### src/rtl/riscv_pkg.sv
// riscv_pkg: loader state encoding and default instruction-memory geometry.
package riscv_pkg;
    typedef enum logic [2:0] {IDLE, LOAD, CHECK, DONE, ERR} loader_state_t;
    localparam int MEM_DEPTH_DEF = 32;
    localparam int ADDR_W_DEF = 5;
endpackage

### src/rtl/program_loader.sv
// program_loader: assembles a little-endian byte stream into instruction-memory word writes.
// Define LOADER_CHECKSUM_EN to require a trailing XOR checksum byte after the last word.
module program_loader
    import riscv_pkg::*;
#(
    parameter int MEM_DEPTH = MEM_DEPTH_DEF,
    parameter int ADDR_W = ADDR_W_DEF
) (
    input  logic              clk,
    input  logic              rst_n,
    input  logic              start,
    input  logic [ADDR_W:0]   load_len,
    input  logic              byte_valid,
    input  logic [7:0]        byte_data,
    output logic              byte_ready,
    output logic              wr_en,
    output logic [ADDR_W-1:0] wr_addr,
    output logic [31:0]       wr_data,
    output logic              cpu_hold,
    output logic              done,
    output logic              error
);
    localparam logic [ADDR_W:0] ONE = (ADDR_W+1)'(1);
    localparam logic [ADDR_W:0] DEPTH = (ADDR_W+1)'(MEM_DEPTH);
    loader_state_t state, state_nxt;
    logic [ADDR_W:0] len, word_cnt;
    logic [1:0] byte_cnt;
    logic [23:0] word_buf;
    logic accept, go, word_end, last_word;
`ifdef LOADER_CHECKSUM_EN
    logic [7:0] csum;
`endif

    assign byte_ready = state == LOAD || state == CHECK;
    // The final write lands after the state has left LOAD, so hold covers it too.
    assign cpu_hold = byte_ready || wr_en;
    assign done = state == DONE;
    assign error = state == ERR;
    assign accept = byte_valid && byte_ready;
    assign go = start && !byte_ready;
    assign word_end = accept && state == LOAD && byte_cnt == 2'd3;
    assign last_word = word_end && word_cnt + ONE == len;

    always_comb begin
        state_nxt = state;
        if (go)
            state_nxt = load_len == '0 ? DONE : load_len > DEPTH ? ERR : LOAD;
`ifdef LOADER_CHECKSUM_EN
        else if (last_word)
            state_nxt = CHECK;
        else if (accept && state == CHECK)
            state_nxt = byte_data == csum ? DONE : ERR;
`else
        else if (last_word)
            state_nxt = DONE;
`endif
    end

    always_ff @(posedge clk) begin
        if (!rst_n)
            state <= IDLE;
        else
            state <= state_nxt;
    end

    always_ff @(posedge clk) begin
        if (!rst_n) begin
            len <= '0;
            word_cnt <= '0;
            byte_cnt <= '0;
            word_buf <= '0;
            wr_en <= 1'b0;
            wr_addr <= '0;
            wr_data <= '0;
        end else begin
            wr_en <= word_end;
            if (go) begin
                len <= load_len;
                word_cnt <= '0;
                byte_cnt <= '0;
                word_buf <= '0;
            end else if (accept && state == LOAD) begin
                byte_cnt <= byte_cnt + 2'd1;
                word_buf <= {byte_data, word_buf[23:8]};
                if (word_end) begin
                    wr_addr <= word_cnt[ADDR_W-1:0];
                    wr_data <= {byte_data, word_buf};
                    word_cnt <= word_cnt + ONE;
                end
            end
        end
    end

`ifdef LOADER_CHECKSUM_EN
    always_ff @(posedge clk) begin
        if (!rst_n || go)
            csum <= '0;
        else if (accept && state == LOAD)
            csum <= csum ^ byte_data;
    end
`endif
endmodule

### config.mk
export PLATFORM = sky130hd
export DESIGN_NAME = program_loader
export DESIGN_NICKNAME = d
export VERILOG_FILES = /design/src/rtl/riscv_pkg.sv /design/src/rtl/program_loader.sv
export SDC_FILE = /design/constraint.sdc
export NUM_CORES = 1
export LEC_CHECK = 0
export ABC_AREA = 1
export CORE_AREA = 2 2 90 92
export DETAILED_ROUTE_END_ITERATION = 8
export DIE_AREA = 0 0 92 94
export GPL_TIMING_DRIVEN = 0
export MAX_ROUTING_LAYER = met4
export PLACE_DENSITY = 0.66
export SKIP_CTS_REPAIR_TIMING = 1
export SYNTH_ARGS = -nofsm -noshare
export SYNTH_HDL_FRONTEND = slang
export SYNTH_SLANG_ARGS = --single-unit
### constraint.sdc
create_clock -name clk -period 1.3 [get_ports clk]
set_input_delay 0.39 -clock clk [delete_from_list [all_inputs] [get_ports clk]]
set_output_delay 0.39 -clock clk [all_outputs]
set_load 0.005 [all_outputs]
* Yosys cells after proc, flatten, opt, wreduce, memory -nomap -nowiden *
Cells that the tools add are included.

word-level totals
  word-level logic and storage cells = 36
  input bits = 18
  register bits = 79
  output and inout bits = 42

operators by class
  order comparisons = 1
  eq/ne operators = 6
  mux-type cells = 4
  add/sub/neg operators = 2
  bitwise logic cells = 2
  reductions and logical operators = 13

operators by type and width
  operator                                                                count
  3-bit two-way mux                                                       4
  6-bit by 1-bit adder with 6-bit output (second input constant)          1
  3-bit by 2-bit equality test with 1-bit output (second input constant)  2
  6-bit equality test                                                     1
  6-bit greater-than comparator (second input constant)                   1
  6-bit logical NOT                                                       1
  1-bit logical AND                                                       5
  3-bit by 1-bit equality test with 1-bit output (second input constant)  1
  3-bit equality test (second input constant)                             1
  3-bit AND reduction                                                     1
  2-bit by 1-bit adder with 2-bit output (second input constant)          1
  2-bit equality test (second input constant)                             1
  1-bit logical OR                                                        2
  1-bit inverter                                                          2
  2-bit AND reduction                                                     1
  2-bit nonzero test                                                      1
  2-bit OR reduction                                                      1
  1-bit logical NOT                                                       1

* Longest topological paths before layout *
Gate-level depths: netlist (run 1).

  depth in word-level cells = 8
  mapped depth = 12
  gate-level depth less buffers = 12

* Least setup slack after synthesis (run 1) *
No wires, ideal clock.

  path type = register -> register
  start point = register word_cnt[0]
  end point = register state[0]
  stages on the path, launching flop included = 11
  path slack = -151 ps
  period minus slack after synthesis = 1,451 ps
  data arrival time = 1,337 ps
  required time = 1,186 ps
  cells stage by stage = dfxtp_1 -> ha_1 -> nand2_1 -> o21bai_1 -> nand2_1 -> nor2_1 -> nor2_1 -> nand3_1 -> nand2_1 -> o21bai_1 -> inv_1

on the way
  word-level cells in the longest chain between the ends = 4

ends and longest elaborated chain
  element                                 line                  source
  from (decl)                             program_loader.sv:26  logic [ADDR_W:0] len, word_cnt;
  from (signal assigned)                  program_loader.sv:88  word_cnt <= word_cnt + ONE;
  6-bit by 1-bit adder with 6-bit output  program_loader.sv:42  assign last_word = word_end && word_cnt + ONE == len;
  6-bit equality test                     program_loader.sv:42
  1-bit logical AND                       program_loader.sv:42
  2-bit nonzero test (no source line)     --
  to (signal assigned)                    program_loader.sv:63  state <= state_nxt;
  to (decl)                               program_loader.sv:25  loader_state_t state, state_nxt;

Every way passes these cells.
A chain may end at the register's enable or synchronous reset.

* Final worst setup path (run 1) *
  start point = register state[0]
  end point = output port cpu_hold

on the way
  word-level cells in the longest chain between the ends = 3
  elaborated cells on any way between the ends = 4
  those cells by class = 2 x eq/ne; 2 x reduce/logical

ends and longest elaborated chain
  element                                                                                                                  line                  source
  3-bit by 1-bit equality test with 1-bit output / 3-bit by 2-bit equality test with 1-bit output (equally long branches)  program_loader.sv:34  assign byte_ready = state == LOAD || state == CHECK;
  1-bit logical OR *                                                                                                       program_loader.sv:34
  1-bit logical OR *                                                                                                       program_loader.sv:36  assign cpu_hold = byte_ready || wr_en;
  to (decl)                                                                                                                program_loader.sv:19  output logic cpu_hold,

Every way passes the cells marked *; elsewhere a longest branch is shown, timed or not.

==> qor.txt, run 1 <==
Worst Setup End Kind - primary output
First-pass GRT wire length - 11800 µm
Register area - 1630 µm²
Critical path fanouts, max - 5
Syn Nets - 419
Fill count - 657
P_int - 3.86 mW
Core area - 7610 µm²
Period minus WS final - 1690 ps
TritonCTS clock tree - built
Post-DRT Antenna Nets - 0
Yosys warns - 0
Final Core Density - 60.2%
Min Hold Slack - 470 ps
Share of layout cells above drive strength 1 - 27.5%
Top cells by area, synth - dfxtp_1, nand2_1, nor2_1, a21oi_1, o21ai_0
Max_cap viols - 0
Pwr Density - 1110 nW/µm²
NetSw - 1.24 mW
Sw frac - 24.3%
Via count - 2891
Actual transition at the worst max-transition pin - 594 ps
RSZ-0062 raised after global routing - yes
Vias per cell - 4.85
Sequential share of power - 48.8%
FF+latch count, synth - 79
Area delta synth->final - 52.2%
Yosys top cell area share - 52.6%
Ys flop type - dfxtp_1
Worst hold path class - reg2reg
Syn Area/Cell - 7.54 µm²
Total Neg Setup Slack - -11840 ps
Final hold vios - 0
Critical path data arrival time - 1300 ps
Global route overflow - 0
Iteration-0 DRC Markers - 172
Post-DP HPWL - 5240 µm
Final nets - 509
Port bufs - 58
EDFF count, synth - 0
Rows - 32
Setup CP Type - reg2out
Comb power frac - 10.4%
Initial core utilization - 39.5%
Netlist cell types - 24
Die H - 94 µm
Final Skew - 7.04 ps
Most common cell after layout, fill and taps aside - nand2_1
F_max - 593 MHz
Total wire length - 8180 µm
Status - finished with violations
Synth Instances - 399
Maximum buffer depth of the clock tree - 2
Most frequent cells in the layout - nand2_1, nor2_1, dfxtp_1
Worst-Skew Late Latency - 360 ps
Max-slew headroom - 60.4%
Drt pass-1 iters - 4
Clk pwr share - 40.8%
Root Driver - clkbuf_8
Clk sink count - 79
Pins over their slew limit - 0
Initial antenna violation count - 0
GRT Resource Usage Total - 18.1%
Post-synth top area cell - dfxtp_1
Multi-input gate area - 1430 µm²
CP Launch Type - flop
DRC errors left - 0
TritonCTS buffer count - 9
Post-synthesis sequential area ratio - 52.6%
Dpl ws - -743 ps
Fin crit share - 130%
Final setup violation count - 79
H-Tree Depth - 3
Largest net degree at the start of global routing - 15
Syn Std Cell Area - 3010 µm²
Failing checks - negative setup slack
Asr flop ratio synth - 0%
Peak supply drop - 0.000484 V
Reg clk slew, reported paths - 80 ps
WP data required - 910 ps
Routability cong. - 0.858
Vias in the first global route - 2528
# IOs - 60
Avg WL per Cell - 13.7 µm
Die Area - 8650 µm²
Die X-Extent - 92 µm
Antenna Cells - 0
Lkg Pwr - 2.55 nW
Worst setup margin - -386 ps
-- worst paths after layout --
check,startpoint,cells after the start,endpoint,slack [ps]
setup / recovery,state[0]$_SDFFE_PN0P_,6,cpu_hold,-390
hold / removal,word_buf[7]$_SDFFE_PP0P_,2,word_buf[7]$_SDFFE_PP0P_,470
setup reg to reg,state[2]$_SDFFE_PN0P_,10,state[1]$_SDFFE_PN0P_,-220
hold reg to reg,word_buf[7]$_SDFFE_PP0P_,2,word_buf[7]$_SDFFE_PP0P_,470
-- cell usage after synthesis (2+ instances only) --
| cell type | number |
|---|---|
| nand2_1 | 83 |
| nor2_1 | 80 |
| dfxtp_1 | 79 |
| a21oi_1 | 39 |
| o21ai_0 | 32 |
| inv_1 | 17 |
| clkbuf_1 | 14 |
| o21ai_1 | 13 |
| nand3_1 | 11 |
| buf_2 | 7 |
| inv_2 | 4 |
| o21bai_1 | 4 |
| nand4_1 | 3 |
| ha_1 | 2 |
| nor2_2 | 2 |
-- registers in the layout, summed over array words and instances, names as in the netlist --
| name | cells |
|---|---|
| word_cnt | 6 |
| wr_data | 32 |
| word_buf | 24 |
| state | 3 |
| wr_en | 1 |
| wr_addr | 5 |
| len | 6 |
| byte_cnt | 2 |
-- area by class of cell --
cell class              instances  area share (%)
multi-input cells             277            31.3
well taps                     102            2.79
clock inverters                 6            2.05
inverters                      21            1.94
flip-flops and latches         79            35.6
clock buffers                  10            3.01
plain buffers                  22            4.26
repair buffers                 79            19.1
-- layer usage --
layer	track usage (%)	wire length [µm]	vias up	share of wire [%]
li1	-	-	1469	-
met2	26.2	3690	75	45
met1	24.1	3810	1332	47
met5	-	0	-	0
met3	3.05	504	15	6.2
met4	10.1	172	0	2.1
-- logic make-up after synthesis --
logic type / synth area share, %
compound gates: 15.6
fa+ha+maj: 0.832
flops: 52.6
simple gates: 24.8
buf+inv: 5.91
xor+xnor: 0.291
-- metrics by stage --
stage | cell area [µm²] | instances | power (mW)
3_3_place_gp | 3740 | 559 | 2.87
3_5_place_dp | 3740 | 559 | 2.87
5_1_grt | 4580 | 596 | 5.27
6_report | 4580 | 596 | 5.09
2_1_floorplan | 3030 | 399 | 2.73
4_1_cts | 3970 | 575 | 4.92
-- power groups by stage --
stage / logic [mW] / registers, mW / clock network, mW
final: 0.531 / 2.49 / 2.08
after global routing: 0.569 / 2.49 / 2.21
after floorplan: 0.194 / 2.53 / 0
after CTS: 0.334 / 2.48 / 2.10
after global placement: 0.329 / 2.54 / 0
after detailed placement: 0.333 / 2.54 / 0
-- critical path: stages (launching register included) --
cell	delay, ps
dfxtp_4	370
nor2_2	90
nor2_1	40
nand2_1	80
inv_2	40
or2_4	210
clkbuf_2	110
(Power assumes the default switching activity.)
==> run 2: changes to the inputs <==
CORE_AREA = 2 2 65 128   (was 2 2 90 92)
CTS_CLUSTER_SIZE = 8   (was unset)
DIE_AREA = 0 0 67 130   (was 0 0 92 94)
PLACE_DENSITY = 0.65   (was 0.66)
==> qor.txt, run 2 (synthesized netlist as in run 1, its figures left out) <==
Pwr Density - 1180 nW/µm² (was 1110 nW/µm²)
Post-DRT Antenna Nets - 0 (unchanged)
Max_cap viols - 0 (unchanged)
Fill count - 706 (was 657)
Worst setup margin - -352 ps (was -386 ps)
Rows - 46 (was 32)
Vias in the first global route - 2596 (was 2528)
TritonCTS clock tree - built (unchanged)
DR WL met3 - 305 µm (was 504 µm)
Global route overflow - 0 (unchanged)
Share of layout cells above drive strength 1 - 23.0% (was 27.5%)
Max-slew headroom - 65.3% (was 60.4%)
Initial antenna violation count - 0 (unchanged)
Die Area - 8710 µm² (was 8650 µm²)
Depth of the worst register-to-register path - 10 (unchanged)
Maximum buffer depth of the clock tree - 2 (unchanged)
Register area - 1600 µm² (was 1630 µm²)
Worst Setup End Kind - primary output (unchanged)
Fin crit share - 127% (was 130%)
Met1 Wirelength - 3510 µm (was 3810 µm)
Reg-to-reg startpoint - state[1]$_SDFFE_PN0P_ (was state[2]$_SDFFE_PN0P_)
Sequential share of power - 45.3% (was 48.8%)
Peak supply drop - 0.000815 V (was 0.000484 V)
Multi-input gate area - 1410 µm² (was 1430 µm²)
Die H - 130 µm (was 94 µm)
Via count - 2851 (was 2891)
Vias per cell - 4.82 (was 4.85)
GRT Resource Usage Total - 18.3% (was 18.1%)
Port bufs - 58 (unchanged)
DP Cell Count - 553 (was 559)
Final Skew - 4.20 ps (was 7.04 ps)
Final nets - 510 (was 509)
Min Hold Slack - 461 ps (was 470 ps)
Lkg Pwr - 2.60 nW (was 2.55 nW)
Total Neg Setup Slack - -10990 ps (was -11840 ps)
Largest Register - wr_data (unchanged)
Actual transition at the worst max-transition pin - 521 ps (was 594 ps)
Status - finished with violations (unchanged)
Worst hold path class - reg2reg (unchanged)
Met2 WL post-DR - 3970 µm (was 3690 µm)
CP Launch Type - flop (unchanged)
Initial core utilization - 38.4% (was 39.5%)
Largest registers - wr_data x32, word_buf x24 (unchanged)
Die X-Extent - 67 µm (was 92 µm)
Routability cong. - 0.860 (was 0.858)
Most frequent cells in the layout - nand2_1, dfxtp_1, nor2_1 (was nand2_1, nor2_1, dfxtp_1)
Avg WL per Cell - 13.5 µm (was 13.7 µm)
First-pass GRT wire length - 11900 µm (was 11800 µm)
Largest net degree at the start of global routing - 14 (was 15)
Drt pass-1 iters - 4 (unchanged)
Sw frac - 23.1% (was 24.3%)
RSZ-0062 raised after global routing - yes (unchanged)
Crit path launch - state[0]$_SDFFE_PN0P_ (unchanged)
Final cell count without fillers - 591 (was 596)
TritonCTS buffer count - 9 (unchanged)
Overall power - 5.50 mW (was 5.09 mW)
# IOs - 60 (unchanged)
Core area - 7830 µm² (was 7610 µm²)
Failing checks - negative setup slack (unchanged)
H-Tree Depth - 3 (unchanged)
Clk pwr share - 45.1% (was 40.8%)
Antenna Cells - 0 (unchanged)
Final setup violation count - 77 (was 79)
Top routing layer in use - met4 (unchanged)
F_max - 605 MHz (was 593 MHz)
Hold Path Cell Cnt - 2 (unchanged)
Hold Path Origin - word_buf[4]$_SDFFE_PP0P_ (was word_buf[7]$_SDFFE_PP0P_)
P_int - 4.23 mW (was 3.86 mW)
Period minus WS final - 1650 ps (was 1690 ps)
Worst R2R Setup Slack - -280 ps (was -220 ps)
Clk sink count - 79 (unchanged)
Pins over their slew limit - 0 (unchanged)
Worst-Skew Late Latency - 340 ps (was 360 ps)
Post-DP HPWL - 5040 µm (was 5240 µm)
Final hold vios - 0 (unchanged)
Area delta synth->final - 55.4% (was 52.2%)
Max reg flops - 32 (unchanged)
Reg2reg end - state[2]$_SDFFE_PN0P_ (was state[1]$_SDFFE_PN0P_)
Most common cell after layout, fill and taps aside - nand2_1 (unchanged)
Total wire length - 7960 µm (was 8180 µm)
Critical path fanouts, max - 4 (was 5)
Root Driver - clkbuf_16 (was clkbuf_8)
Dpl ws - -678 ps (was -743 ps)
Worst Hold Path EP - word_buf[4]$_SDFFE_PP0P_ (was word_buf[7]$_SDFFE_PP0P_)
WP data required - 910 ps (about the same)
Iteration-0 DRC Markers - 165 (was 172)
DRC errors left - 0 (unchanged)
Comb power frac - 9.6% (was 10.4%)
Setup CP Type - reg2out (unchanged)
Critical path data arrival time - 1260 ps (was 1300 ps)
Reg clk slew, reported paths - 60 ps (was 80 ps)
NetSw - 1.27 mW (was 1.24 mW)
-- run 2: cell count changes in the layout (fill, tap and decap cells not counted), moves of 8 or more --
cell | before | now
clkbuf_8 | 10 | 2
o21ai_0 | 26 | 12
clkbuf_16 | 3 | 14
o21ai_1 | 15 | 29
dfxtp_1 | 51 | 72
dfxtp_2 | 23 | 2
-- run 2: layout make-up --
class,count,area share (%)
Buffer,22,4.69
Inverter,21,1.85
Multi-Input combinational cell,277,30.2
Timing Repair Buffer,80,19.9
Clock inverter,4,0.562
Tap cell,96,2.57
Sequential cell,79,34.3
Clock buffer,12,5.94
-- run 2: power by group through the flow --
stage | combinational [mW] | clock (mW) | sequential [mW]
finish | 0.528 | 2.48 | 2.49
global route | 0.569 | 2.64 | 2.49
CTS | 0.336 | 2.52 | 2.49
detailed placement | 0.335 | 0 | 2.54
global placement | 0.334 | 0 | 2.54
floorplan | 0.194 | 0 | 2.53
-- run 2: metal layers --
layer  track usage, %  up-vias
met2             28.0       64
met3             4.22       18
li1                 -     1471
met4             7.20        0
met5                -        -
met1             23.2     1298
-- run 2: worst max-delay path, stage by stage, from the launching register on --
cell and delay [ps]:
dfxtp_4 350, nor2_2 90, nor2_1 40, nand2_1 70
inv_1 50, or2_4 210, clkbuf_2 110
-- run 2: how the worst max path moves through the flow --
stage | to | slack [ps] | cells past startpoint
3_5_place_dp | word_cnt[2]$_SDFFE_PP0P_ | -680 | 6
6_report | cpu_hold | -350 | 6
3_3_place_gp | word_cnt[2]$_SDFFE_PP0P_ | -680 | 6
4_1_cts | cpu_hold | -830 | 5
2_1_floorplan | state[0]$_SDFFE_PN0P_ | -40 | 10
5_1_grt | cpu_hold | -410 | 6
-- run 2: stage by stage --
stage | utilization, % | instance area, µm²
4_1_cts | 51.6 | 4040
2_1_floorplan | - | 3030
3_5_place_dp | 47.7 | 3730
6_report | 59.7 | 4670
5_1_grt | 59.7 | 4670
3_3_place_gp | 47.7 | 3730
==> run 3: changes to the inputs <==
PLACE_DENSITY = unset   (was 0.65)
clock period = 2 ns   (was 1.3 ns; I/O delays follow)
==> qor.txt, run 3 (synthesized netlist as in run 1, its figures left out) <==
Vias per cell - 4.74 (was 4.82)
Lkg Pwr - 1.69 nW (was 2.60 nW)
Worst-Skew Late Latency - 330 ps (was 340 ps)
GRT Resource Usage Total - 18.2% (was 18.3%)
Die H - 130 µm (unchanged)
Max reg flops - 32 (unchanged)
Die Area - 8710 µm² (unchanged)
Slowest stage delay, CP - 360 ps (was 350 ps)
Pins over their slew limit - 0 (unchanged)
Status - complete, no violations (was finished with violations)
Pwr Density - 834 nW/µm² (was 1180 nW/µm²)
WP data required - 1400 ps (was 910 ps)
Largest registers - wr_data x32, word_buf x24 (unchanged)
DRC errors left - 0 (unchanged)
Maximum buffer depth of the clock tree - 2 (unchanged)
Clk sink count - 79 (unchanged)
Total stage count of the critical path - 6 (unchanged)
Min Hold Slack - 461 ps (about the same)
Root Driver - clkbuf_16 (unchanged)
Antenna Cells - 0 (unchanged)
Peak supply drop - 0.000475 V (was 0.000815 V)
TritonCTS buffer count - 9 (unchanged)
Initial antenna violation count - 0 (unchanged)
Port bufs - 58 (unchanged)
Overall power - 3.34 mW (was 5.50 mW)
Crit path launch - state[1]$_SDFFE_PN0P_ (was state[0]$_SDFFE_PN0P_)
Worst Setup End Kind - primary output (unchanged)
Worst setup margin - 33.7 ps (was -352 ps)
Iteration-0 DRC Markers - 156 (was 165)
Max_cap viols - 0 (unchanged)
H-Tree Depth - 3 (unchanged)
Core area - 7830 µm² (unchanged)
Critical path fanouts, max - 5 (was 4)
Drt pass-1 iters - 4 (unchanged)
Max-slew headroom - 67.8% (was 65.3%)
Dpl ws - -205 ps (was -678 ps)
Met1 Wirelength - 3400 µm (was 3510 µm)
Final hold vios - 0 (unchanged)
Design Area, Final - 4010 µm² (was 4670 µm²)
Placed Area - 3710 µm² (was 3730 µm²)
Top routing layer in use - met4 (unchanged)
Critical path data arrival time - 1370 ps (was 1260 ps)
Final nets - 488 (was 510)
Hold Path Origin - wr_addr[0]$_SDFFE_PN0P_ (was word_buf[4]$_SDFFE_PP0P_)
Crit path buffers/inverters - 2 (unchanged)
Initial core utilization - 38.4% (unchanged)
Die X-Extent - 67 µm (unchanged)
Most common cell after layout, fill and taps aside - nand2_1 (unchanged)
Met2 WL post-DR - 3240 µm (was 3970 µm)
F_max - 509 MHz
Actual transition at the worst max-transition pin - 482 ps (was 521 ps)
Worst hold path class - reg2reg (unchanged)
Reg clk slew, reported paths - 60 ps (about the same)
Reg-to-reg startpoint - word_cnt[0]$_SDFFE_PP0P_ (was state[1]$_SDFFE_PN0P_)
DR WL met3 - 323 µm (was 305 µm)
Delay-heaviest family, CP - simple AND/OR/NAND/NOR gates (unchanged)
Avg WL per Cell - 12.5 µm (was 13.5 µm)
Setup CP Type - reg2out (unchanged)
Worst path slowest cell - dfxtp_4 (unchanged)
CP most frequent cell - nor2_1
CP Launch Type - flop (unchanged)
TritonCTS clock tree - built (unchanged)
Share of layout cells above drive strength 1 - 7.82% (was 23.0%)
Area delta synth->final - 33.2% (was 55.4%)
Largest Register - wr_data (unchanged)
Period minus WS final - 1970 ps
Most frequent cells in the layout - nand2_1, nor2_1, dfxtp_1 (was nand2_1, dfxtp_1, nor2_1)
First-pass GRT wire length - 11700 µm (was 11900 µm)
Fin crit share - 98.3%
Total wire length - 7100 µm (was 7960 µm)
# IOs - 60 (unchanged)
Via count - 2698 (was 2851)
Largest net degree at the start of global routing - 14 (unchanged)
Final setup violation count - 0 (was 77)
RSZ-0062 raised after global routing - yes (unchanged)
Post-DP HPWL - 5000 µm (was 5040 µm)
Hold Path Cell Cnt - 2 (unchanged)
Total Neg Setup Slack - 0 ps (was -10990 ps)
Rows - 46 (unchanged)
Final Skew - 3.34 ps (was 4.20 ps)
Crit-path cells - nor2_1 > nor2_1 > nand2_1 > inv_1 > or2_2 > dlymetal6s2s_1 (was nor2_2 > nor2_1 > nand2_1 > inv_1 > or2_4 > clkbuf_2)
Global route overflow - 0 (unchanged)
Vias in the first global route - 2495 (was 2596)
Depth of the worst register-to-register path - 10 (unchanged)
Post-DRT Antenna Nets - 0 (unchanged)
Routability cong. - 0.793 (was 0.860)
-- run 3: cell types whose count changed in the layout (fill, tap and decap cells not counted), moves of 7 or more --
| cell | delta |
|---|---|
| nor2_2 | -7 |
| a21oi_1 | +21 |
| buf_8 | -8 |
| o21ai_1 | -16 |
| clkdlybuf4s50_1 | +39 |
| dlymetal6s2s_1 | -36 |
| o21ai_0 | +20 |
| clkbuf_1 | +10 |
| nor2_1 | +9 |
| buf_4 | -11 |
| buf_6 | -12 |
| a21oi_2 | -21 |
-- run 3: area by class of cell --
type / instances / area (µm²)
Inverter: 21 / 78.8
Tap cell: 96 / 120
Timing Repair Buffer: 58 / 591
Sequential cell: 79 / 1590
Multi-Input combinational cell: 277 / 1250
Fill cell: 806 / 3820
Buffer: 22 / 100
Clock inverter: 5 / 33.8
Clock buffer: 11 / 243
-- run 3: through the flow --
step / instances / utilization, %
after floorplan: 399 / -
after global placement: 553 / 47.4
after detailed placement: 553 / 47.4
after CTS: 569 / 50.9
after global routing: 569 / 51.2
final: 569 / 51.2
-- run 3: tightest hold or removal path, cell delays in order (launching register included) --
cell     delay [ps]
dfxtp_1         310
nand2_1          60
a21oi_1          50
-- run 3: final timing paths --
path | to | slack (ps)
hold / removal | wr_addr[0]$_SDFFE_PN0P_ | 460
hold reg to reg | wr_addr[0]$_SDFFE_PN0P_ | 460
setup / recovery | cpu_hold | 30
setup reg to reg | state[0]$_SDFFE_PN0P_ | 290
-- run 3: power breakdown --
group / internal [mW] / switching, mW / leakage (nW)
combinational: 0.0894 / 0.123 / 0.916
clock: 0.871 / 0.636 / 0.132
sequential: 1.60 / 0.0208 / 0.640
-- run 3: layer usage --
layer / vias to the layer above / global-route usage (%)
met5: - / -
met4: 0 / 7.92
met3: 9 / 4.40
met2: 54 / 27.7
met1: 1206 / 22.8
li1: 1429 / -
